<file path="src/rtl/sobel_pkg.sv">
// sobel_pkg: scan-sequencer state encoding and 3x3 tap offset tables.
package sobel_pkg;
  localparam int TAPS = 9;
  typedef enum logic [2:0] {S_IDLE, S_FETCH, S_LAST, S_WIN, S_WRITE, S_DONE} state_t;
  // Row/column offsets stored biased by +1 (0,1,2 mean -1,0,+1); tap k sits in bits [2k+1:2k].
  localparam logic [2*TAPS-1:0] TAP_DR = {2'd2, 2'd2, 2'd2, 2'd1, 2'd1, 2'd1, 2'd0, 2'd0, 2'd0};
  localparam logic [2*TAPS-1:0] TAP_DC = {2'd2, 2'd1, 2'd0, 2'd2, 2'd1, 2'd0, 2'd2, 2'd1, 2'd0};
endpackage

</file>
<file path="src/rtl/sobel_addr_gen.sv">
// sobel_addr_gen: maps centre (row, col) and tap index to the tap read address and the centre address.
module sobel_addr_gen
  import sobel_pkg::*;
#(
  parameter int IMG_W = 64,
  parameter int AW    = 12
) (
  input  logic [AW-1:0] i_row,
  input  logic [AW-1:0] i_col,
  input  logic [3:0]    i_tap,
  output logic [AW-1:0] o_rd_addr,
  output logic [AW-1:0] o_ctr_addr
);
  localparam logic [AW-1:0] W = AW'(IMG_W);
  logic [1:0]    w_dr, w_dc;
  logic [AW-1:0] w_row, w_col;
  assign w_dr       = TAP_DR[{i_tap, 1'b0} +: 2];
  assign w_dc       = TAP_DC[{i_tap, 1'b0} +: 2];
  assign w_row      = i_row + AW'(w_dr) - AW'(1);
  assign w_col      = i_col + AW'(w_dc) - AW'(1);
  assign o_rd_addr  = w_row * W + w_col;
  assign o_ctr_addr = i_row * W + i_col;
endmodule

</file>
<file path="src/rtl/sobel_scan_ctrl.sv">
// sobel_scan_ctrl: walks interior pixels, fetches each 3x3 window one tap per cycle,
// hands it to the Sobel core over valid/ready and writes the edge bit at the centre address.
module sobel_scan_ctrl
  import sobel_pkg::*;
#(
  parameter int IMG_W = 64,
  parameter int IMG_H = 64,
  parameter int PIX_W = 8,
  parameter int AW    = 12
) (
  input  logic                  clk,
  input  logic                  rst_n,
  input  logic                  start,
  input  logic [7:0]            thr_in,
  output logic                  busy,
  output logic                  done,
  output logic                  rd_en,
  output logic [AW-1:0]         rd_addr,
  input  logic [PIX_W-1:0]      rd_data,
  output logic                  win_valid,
  input  logic                  win_ready,
  output logic [TAPS*PIX_W-1:0] win_data,
  output logic [7:0]            thr,
  input  logic                  edge_in,
  output logic                  wr_en,
  output logic [AW-1:0]         wr_addr,
  output logic                  wr_data
);
  localparam logic [AW-1:0] LAST_I = AW'(IMG_H - 2);
  localparam logic [AW-1:0] LAST_J = AW'(IMG_W - 2);
  state_t                r_state;
  logic [AW-1:0]         r_i, r_j, r_wr_addr, w_rd_addr, w_ctr_addr;
  logic [3:0]            r_k;
  logic                  r_busy, r_done, r_rd_en, r_win_valid, r_wr_en, r_wr_data;
  logic [TAPS*PIX_W-1:0] r_win;
  logic [7:0]            r_thr;
  logic                  w_last_px, w_row_end;
  assign w_last_px = (r_i == LAST_I) && (r_j == LAST_J);
  assign w_row_end = r_j == LAST_J;
  sobel_addr_gen #(.IMG_W(IMG_W), .AW(AW)) u_addr_gen (
    .i_row     (r_i),
    .i_col     (r_j),
    .i_tap     (r_k),
    .o_rd_addr (w_rd_addr),
    .o_ctr_addr(w_ctr_addr)
  );
  // Indices park at (1,1,0) outside a frame, so rd_addr reads 0 while idle.
  always_ff @(posedge clk or negedge rst_n)
    if (!rst_n) begin
      r_state     <= S_IDLE;
      r_i         <= AW'(1);
      r_j         <= AW'(1);
      r_k         <= 4'd0;
      r_busy      <= 1'b0;
      r_done      <= 1'b0;
      r_rd_en     <= 1'b0;
      r_win_valid <= 1'b0;
      r_wr_en     <= 1'b0;
      r_wr_addr   <= '0;
      r_wr_data   <= 1'b0;
      r_win       <= '0;
      r_thr       <= 8'd0;
    end else begin
      case (r_state)
        S_IDLE: if (start) begin
          r_thr   <= thr_in;
          r_i     <= AW'(1);
          r_j     <= AW'(1);
          r_k     <= 4'd0;
          r_busy  <= 1'b1;
          r_rd_en <= 1'b1;
          r_state <= S_FETCH;
        end
        S_FETCH: begin
          if (r_k != 4'd0) r_win[(32'(r_k) - 1) * PIX_W +: PIX_W] <= rd_data;
          if (r_k == 4'd8) begin
            r_rd_en <= 1'b0;
            r_state <= S_LAST;
          end else r_k <= r_k + 4'd1;
        end
        S_LAST: begin
          r_win[8*PIX_W +: PIX_W] <= rd_data;
          r_win_valid <= 1'b1;
          r_state     <= S_WIN;
        end
        S_WIN: if (win_ready) begin
          r_win_valid <= 1'b0;
          r_wr_en     <= 1'b1;
          r_wr_addr   <= w_ctr_addr;
          r_wr_data   <= edge_in;
          r_state     <= S_WRITE;
        end
        S_WRITE: begin
          r_wr_en <= 1'b0;
          r_k     <= 4'd0;
          if (w_last_px) begin
            r_i     <= AW'(1);
            r_j     <= AW'(1);
            r_busy  <= 1'b0;
            r_done  <= 1'b1;
            r_state <= S_DONE;
          end else begin
            r_j     <= w_row_end ? AW'(1) : r_j + AW'(1);
            r_i     <= w_row_end ? r_i + AW'(1) : r_i;
            r_rd_en <= 1'b1;
            r_state <= S_FETCH;
          end
        end
        S_DONE: begin
          r_done  <= 1'b0;
          r_state <= S_IDLE;
        end
        default: r_state <= S_IDLE;
      endcase
    end
  assign busy      = r_busy;
  assign done      = r_done;
  assign rd_en     = r_rd_en;
  assign rd_addr   = w_rd_addr;
  assign win_valid = r_win_valid;
  assign win_data  = r_win;
  assign thr       = r_thr;
  assign wr_en     = r_wr_en;
  assign wr_addr   = r_wr_addr;
  assign wr_data   = r_wr_data;
endmodule

</file>
<file path="config.mk">
export PLATFORM = sky130hd
export DESIGN_NAME = sobel_scan_ctrl
export DESIGN_NICKNAME = d
export VERILOG_FILES = /design/src/rtl/sobel_pkg.sv /design/src/rtl/sobel_addr_gen.sv /design/src/rtl/sobel_scan_ctrl.sv
export SDC_FILE = /design/constraint.sdc
export NUM_CORES = 1
export LEC_CHECK = 0
export BUFFER_PORTS_ARGS = -buffer_cell sky130_fd_sc_hd__buf_4
export CAP_MARGIN = 20
export CORE_AREA = 2 2 141 157
export DETAILED_ROUTE_END_ITERATION = 6
export DIE_AREA = 0 0 143 159
export PLACE_DENSITY = 0.58
export SETUP_SLACK_MARGIN = 0.15
export SYNTH_ARGS = -nofsm -noshare
export SYNTH_HDL_FRONTEND = slang
export SYNTH_SLANG_ARGS = --single-unit
</file>
<file path="constraint.sdc">
create_clock -name clk -period 4 [get_ports clk]
set_input_delay 0.6 -clock clk [delete_from_list [all_inputs] [get_ports clk]]
set_output_delay 0.6 -clock clk [all_outputs]
set_load 0.01 [all_outputs]
</file>
; ---- Word level (Yosys, flattened, before mapping)
; Index checks and enable logic that the tools add are counted.
[classes]
reduce_logical = 22
n_shift = 4
add_sub_neg = 11
n_mux = 30
n_eq_ne = 16
[ops]
columns = operator, n
row1 = $bwmux 72, 1
row2 = $mux 72, 1
row3 = $shift 8x34->72 const A, 1
row4 = $shiftx 8x34->72, 1
row5 = $mux 12, 5
row6 = $pmux 12 s2, 2
row7 = $shiftx 18x6->2 const A, 2
row8 = $neg 32->34, 1
row9 = $add 12x1->12 const B, 2
row10 = $add 12x12->12, 2
row11 = $eq 12x6->1 const B, 2
row12 = $pmux 8 s2, 1
row13 = $reduce_and 2->1, 8
row14 = $pmux 3 s5, 1
row15 = $ne 2x2->1 const B, 7
row16 = $add 12x2->12, 1
row17 = $mux 3, 4
row18 = $pmux 4 s3, 1
row19 = $reduce_and 3->1, 4
row20 = $sub 12x1->12 const B, 1
row21 = $reduce_bool 2->1, 5
row22 = $mux 4, 2
row23 = $pmux 1 s2, 4
row24 = $mux 1, 7
row25 = other kinds (15), 17
[totals]
regBits = 129

; ---- Longest topological paths before layout
[logic_depth]
ltp_word = 6
mapped_depth = 19
mapped_depth_nobuf = 17

; ---- By module
; A second synthesis with hierarchy kept.
[hier_totals]
hier_cells = 724
hier_area_um2 = 7453.4
[by_module_without_submodules]
columns = module, area_per_inst_um2, n_inst, cells_per_inst
row1 = sobel_scan_ctrl, 6242.2, 1, 562
row2 = sobel_addr_gen, 1211.2, 1, 162

; ---- Worst setup path before layout
; Ideal clock, no wire load.
[synth_path]
path_type = flip-flop to output port
start = register r_k[0]
end = output port rd_addr[11]
path_stages_with_launch = 19
required_ns = 3.400
path_slack_ns = -0.163
n_path_buf = 1
t_arrival_ns = 3.563
cell_sequence = dfrtp_1 -> buf_2 -> inv_1 -> ha_1 -> ha_1 -> a21oi_1 -> ha_1 -> inv_1 -> ha_1 -> fa_1 -> xnor2_1 -> ha_1 -> inv_1 -> ha_1 -> a21oi_1 -> nand2_1 -> a21oi_1 -> o21ai_0 -> xnor2_1
[synth_between]
elab_chain_cells = 4
word_cells_on_any_way = 7
cone_classes = add/sub: 5 / shift: 2
[synth_rtl]
columns = item, line_no
row1 = from (decl), sobel_scan_ctrl.sv:33  ; logic [3:0] r_k;
row2 = from (signal assigned), sobel_scan_ctrl.sv:79  ; end else r_k <= r_k + 4'd1;
row3 = $shiftx 18x6->2 (on tied branches), "sobel_addr_gen.sv:18, sobel_addr_gen.sv:17"
row4 = $add 12x2->12 or $add 6x2->6 (tied branches), "sobel_addr_gen.sv:20, sobel_addr_gen.sv:19"
row5 = $sub 12x1->12 or $sub 6x1->6 (tied branches), "sobel_addr_gen.sv:20, sobel_addr_gen.sv:19"
row6 = $add 12x12->12 *, sobel_addr_gen.sv:21  ; assign o_rd_addr = w_row * W + w_col;
row7 = to (decl), sobel_scan_ctrl.sv:18  ; output logic [AW-1:0] rd_addr,
; Mark *: on every way between the ends. The rest lies on a longest branch, timed or not.

; ---- Worst setup path in the final report
; Same ends and word-level chain as after synthesis.

==> flow_summary.toml <==
[run_status]
status = "finished, violations left"
failed_checks = "setup timing"

[synthesis]
synth_edf_count = 0
yosys-top-cells-area = "dfrtp_1 44%, ha_1 9.0%, mux2_2 6.5%"
synth_top_area_cell = "dfrtp_1"
syn_area_per_cell_sq_um = 9.73
synthCells = 747
ys_seq_area_share_pct = 44.5
netlist_area_sq_um = 7270
synth-main-ff-cell = "dfrtp_1"
synth_seq_cells = 129
yosysWarnings = 0
yosysUniqueCellTypes = 68
syn_nets = 823
yosysTopAreaCellShare_pct = 43.7
synthArstFlopShare_pct = 100

[clock_tree]
clock_sinks = 129
cts_tree = "done"
cts_buffer_depth = 2
cts_made_buffers = 17
path_clk_slew_ns = 0.06
clock_latency_ns = 0.42
ctsRootBufferMaster = "clkbuf_16"
htree_levels = 4
cts_hold_buf = 0

[finish]
layout-drive-gt1-share_pct = 32.9
final_nets = 972
insertedDiodeCount = 0
utilization_pct = 45.6
layout_common_cells = "154 x buf_4, 126 x dfrtp_1, 103 x nand2_1"
areaGrowthSynthToFinish_pct = 32.4
final_common_cell = "buf_4"

[power_and_ir_drop]
peakVddDrop_uv = 2440
finalPower_mw = 10.9
powerDensity_nw_per_um2 = 1140
p_leak_nw = 4.62

[min_path]
min_path_type = "primary input to async pin"

[place]
gp_congestion = 0.797
io_buffers = 130
hpwl_mm = 13.1

[critical_path]
crit_fanout = 6
cp_num_buf_inv = 4
cp_cell_sequence = "clkinv_4 -> ha_4 -> ha_4 -> a21oi_4 -> ha_4 -> inv_2 -> ha_4 -> fa_2 -> xnor2_2 -> ha_1 -> inv_2 -> ha_4 -> a21oi_4 -> nand2_1 -> a21oi_2 -> o21ai_2 -> xnor2_1 -> buf_4"
path_class = "flip-flop to output pin"
crit_path_frequent_cell = "ha_4"
required_ns = 3.40
path_depth = 18
start_kind = "flip-flop"
ff2ff_path_depth = 10
end_kind = "output pin"
critPathMaxStageDelay_ns = 0.45
crit_arrival_ns = 3.53
crit_family = "adder cells"
crit_slowest_cell = "dfrtp_2"

[sta]
whs_ns = 0.170
finalMaxSlewViolations = 0
hold_viol = 0
maxSlewHeadroom_pct = 48.4
final.period_utilization_pct = 103
fin_skew_ns = 0.00605
rsz0062_at_grt = "true"
period_minus_slack_ns = 4.13
worst_pin_slew_ns = 0.773
setup_viol = 3
setup_ws_ns = -0.128
fmax_mhz = 242

[die]
num_io_pins = 131
die-width_microns = 143
die_y_microns = 159
num_rows = 56
fp.coreArea_sq_um = 21100
initial_core_util_pct = 34.5
dieArea_sq_um = 22700

[global_route]
antenna_found_initial = 0
grt_pass1_vias = 5694
use_met3_pct = 2.80
grt_usage_pct = 16.6
grt_max_degree = 88
met2_usage_pct = 28.0
grt_pass1_wl_mm = 30.1
grtUsageMet1_pct = 21.6
busiest_layer = "met2"
grt_overflow = 0

[routing]
dr.pass1.iters = 5
route.detailed.drc = 0
vias = 5778
avgRoutedWirePerCell_microns = 15.2
drtAntennaViolNets = 0
drt_iter0_drc = 232
viasPerCell = 4.82
drt-total-wl_mm = 18.2

[run]
maxCapViolations = 0
## kinds of logic (layout without fill, tap and decap cells)
group / after synthesis / in the layout / share of synthesized area [%]
muxes: 62 / 62 / 9.26
buffers and inverters: 97 / 259 / 5.42
DFF: 129 / 129 / 44.5
adders and majority gates: 55 / 55 / 9.78
xor gates and xnor gates: 27 / 27 / 3.36
and+or+nand+nor: 263 / 263 / 18.1
AOI/OAI and AO/OA: 114 / 114 / 9.63
## report_power, final
part / total [mW] / switching (mW) / internal [mW]
sequential: 2.20 / 0.409 / 1.79
combinational: 7.05 / 3.59 / 3.46
clock: 1.68 / 0.630 / 1.05
total: 10.9 / 4.63 / 6.30
## stage by stage
step / instances / area, sq um / setup slack [ns] / TNS, ns
floorplan: 747 / 7330 / 0.161 / 0
global placement: 1153 / 8630 / 0.149 / 0
detailed placement: 1153 / 8630 / 0.0607 / 0
CTS: 1192 / 9420 / -0.159 / -0.283
global route: 1199 / 9620 / -0.305 / -0.919
finish: 1199 / 9620 / -0.128 / -0.212
## worst reg2reg max path: cells and delay by family, from the launching register on
family	cells	cell delay [ns]
fa+ha+maj	2	0.50
simple gates	3	1.34
compound gates	1	0.36
buf+inv	3	0.42
mux	1	0.39
flops	1	0.45
## sequential cells by signal, summed over array words and instances, names as in the netlist
| signal | count |
|---|---|
| wr_data | 1 |
| r_j | 12 |
| busy | 1 |
| r_i | 12 |
| rd_en | 1 |
| r_k | 4 |
| r_state | 3 |
| thr | 8 |
| wr_en | 1 |
| win_data | 72 |
| wr_addr | 12 |
| win_valid | 1 |
| done | 1 |
## layout make-up
cell class	instances	area, sq um
inverter	69	267
tap	290	363
fill	2016	11500
multi-input combinational	521	3910
timing repair buffer	158	1210
clock inverter	15	208
clock buffer	17	425
sequential	129	3230
## timing repair
| item | 4_1_cts | 5_1_grt |
|---|---|---|
| setup endpoints to repair | 6 | 7 |
| resized for setup | 28 | 31 |
| setup buffers | 7 | 7 |
| pin swaps | 19 | 9 |
| cloned | 0 | 0 |
## synthesized netlist by cell type (all sizes together), types with 3 or more instances
library cell,count
a211oi,4
o21ai,40
a21o,5
nor3b,5
nor4,8
a21oi,31
clkbuf,13
nand2b,6
nand2,106
nand4,11
nand3,29
or3,3
or4,5
dfrtp,127
inv,69
nor3,8
o31ai,8
a31oi,6
o211ai,3
buf,15
nor2,64
xor2,8
fa,3
ha,52
mux2,42
or4b,3
mux2i,20
xnor2,19
## metal layers
metal  vias to the layer above  wire (microns)
met3                        18             682
met4                         0             283
met5                         -               0
met1                      2761            8240
met2                       124            9020
li1                       2875               -
## final timing paths
check | endpoint | from | slack [ns]
max | rd_addr[11] | r_k[0] | -0.13
min | win_data[65] | rst_n | 0.17
max reg2reg | win_data[71] | r_k[0] | 0.43
min reg2reg | thr[4] | thr[4] | 0.47
min in group clk | thr[5] | thr_in[5] | 0.37
max in group asynchronous | r_i[0] | rst_n | 2.92
Power figures use the tool's default switching activity.
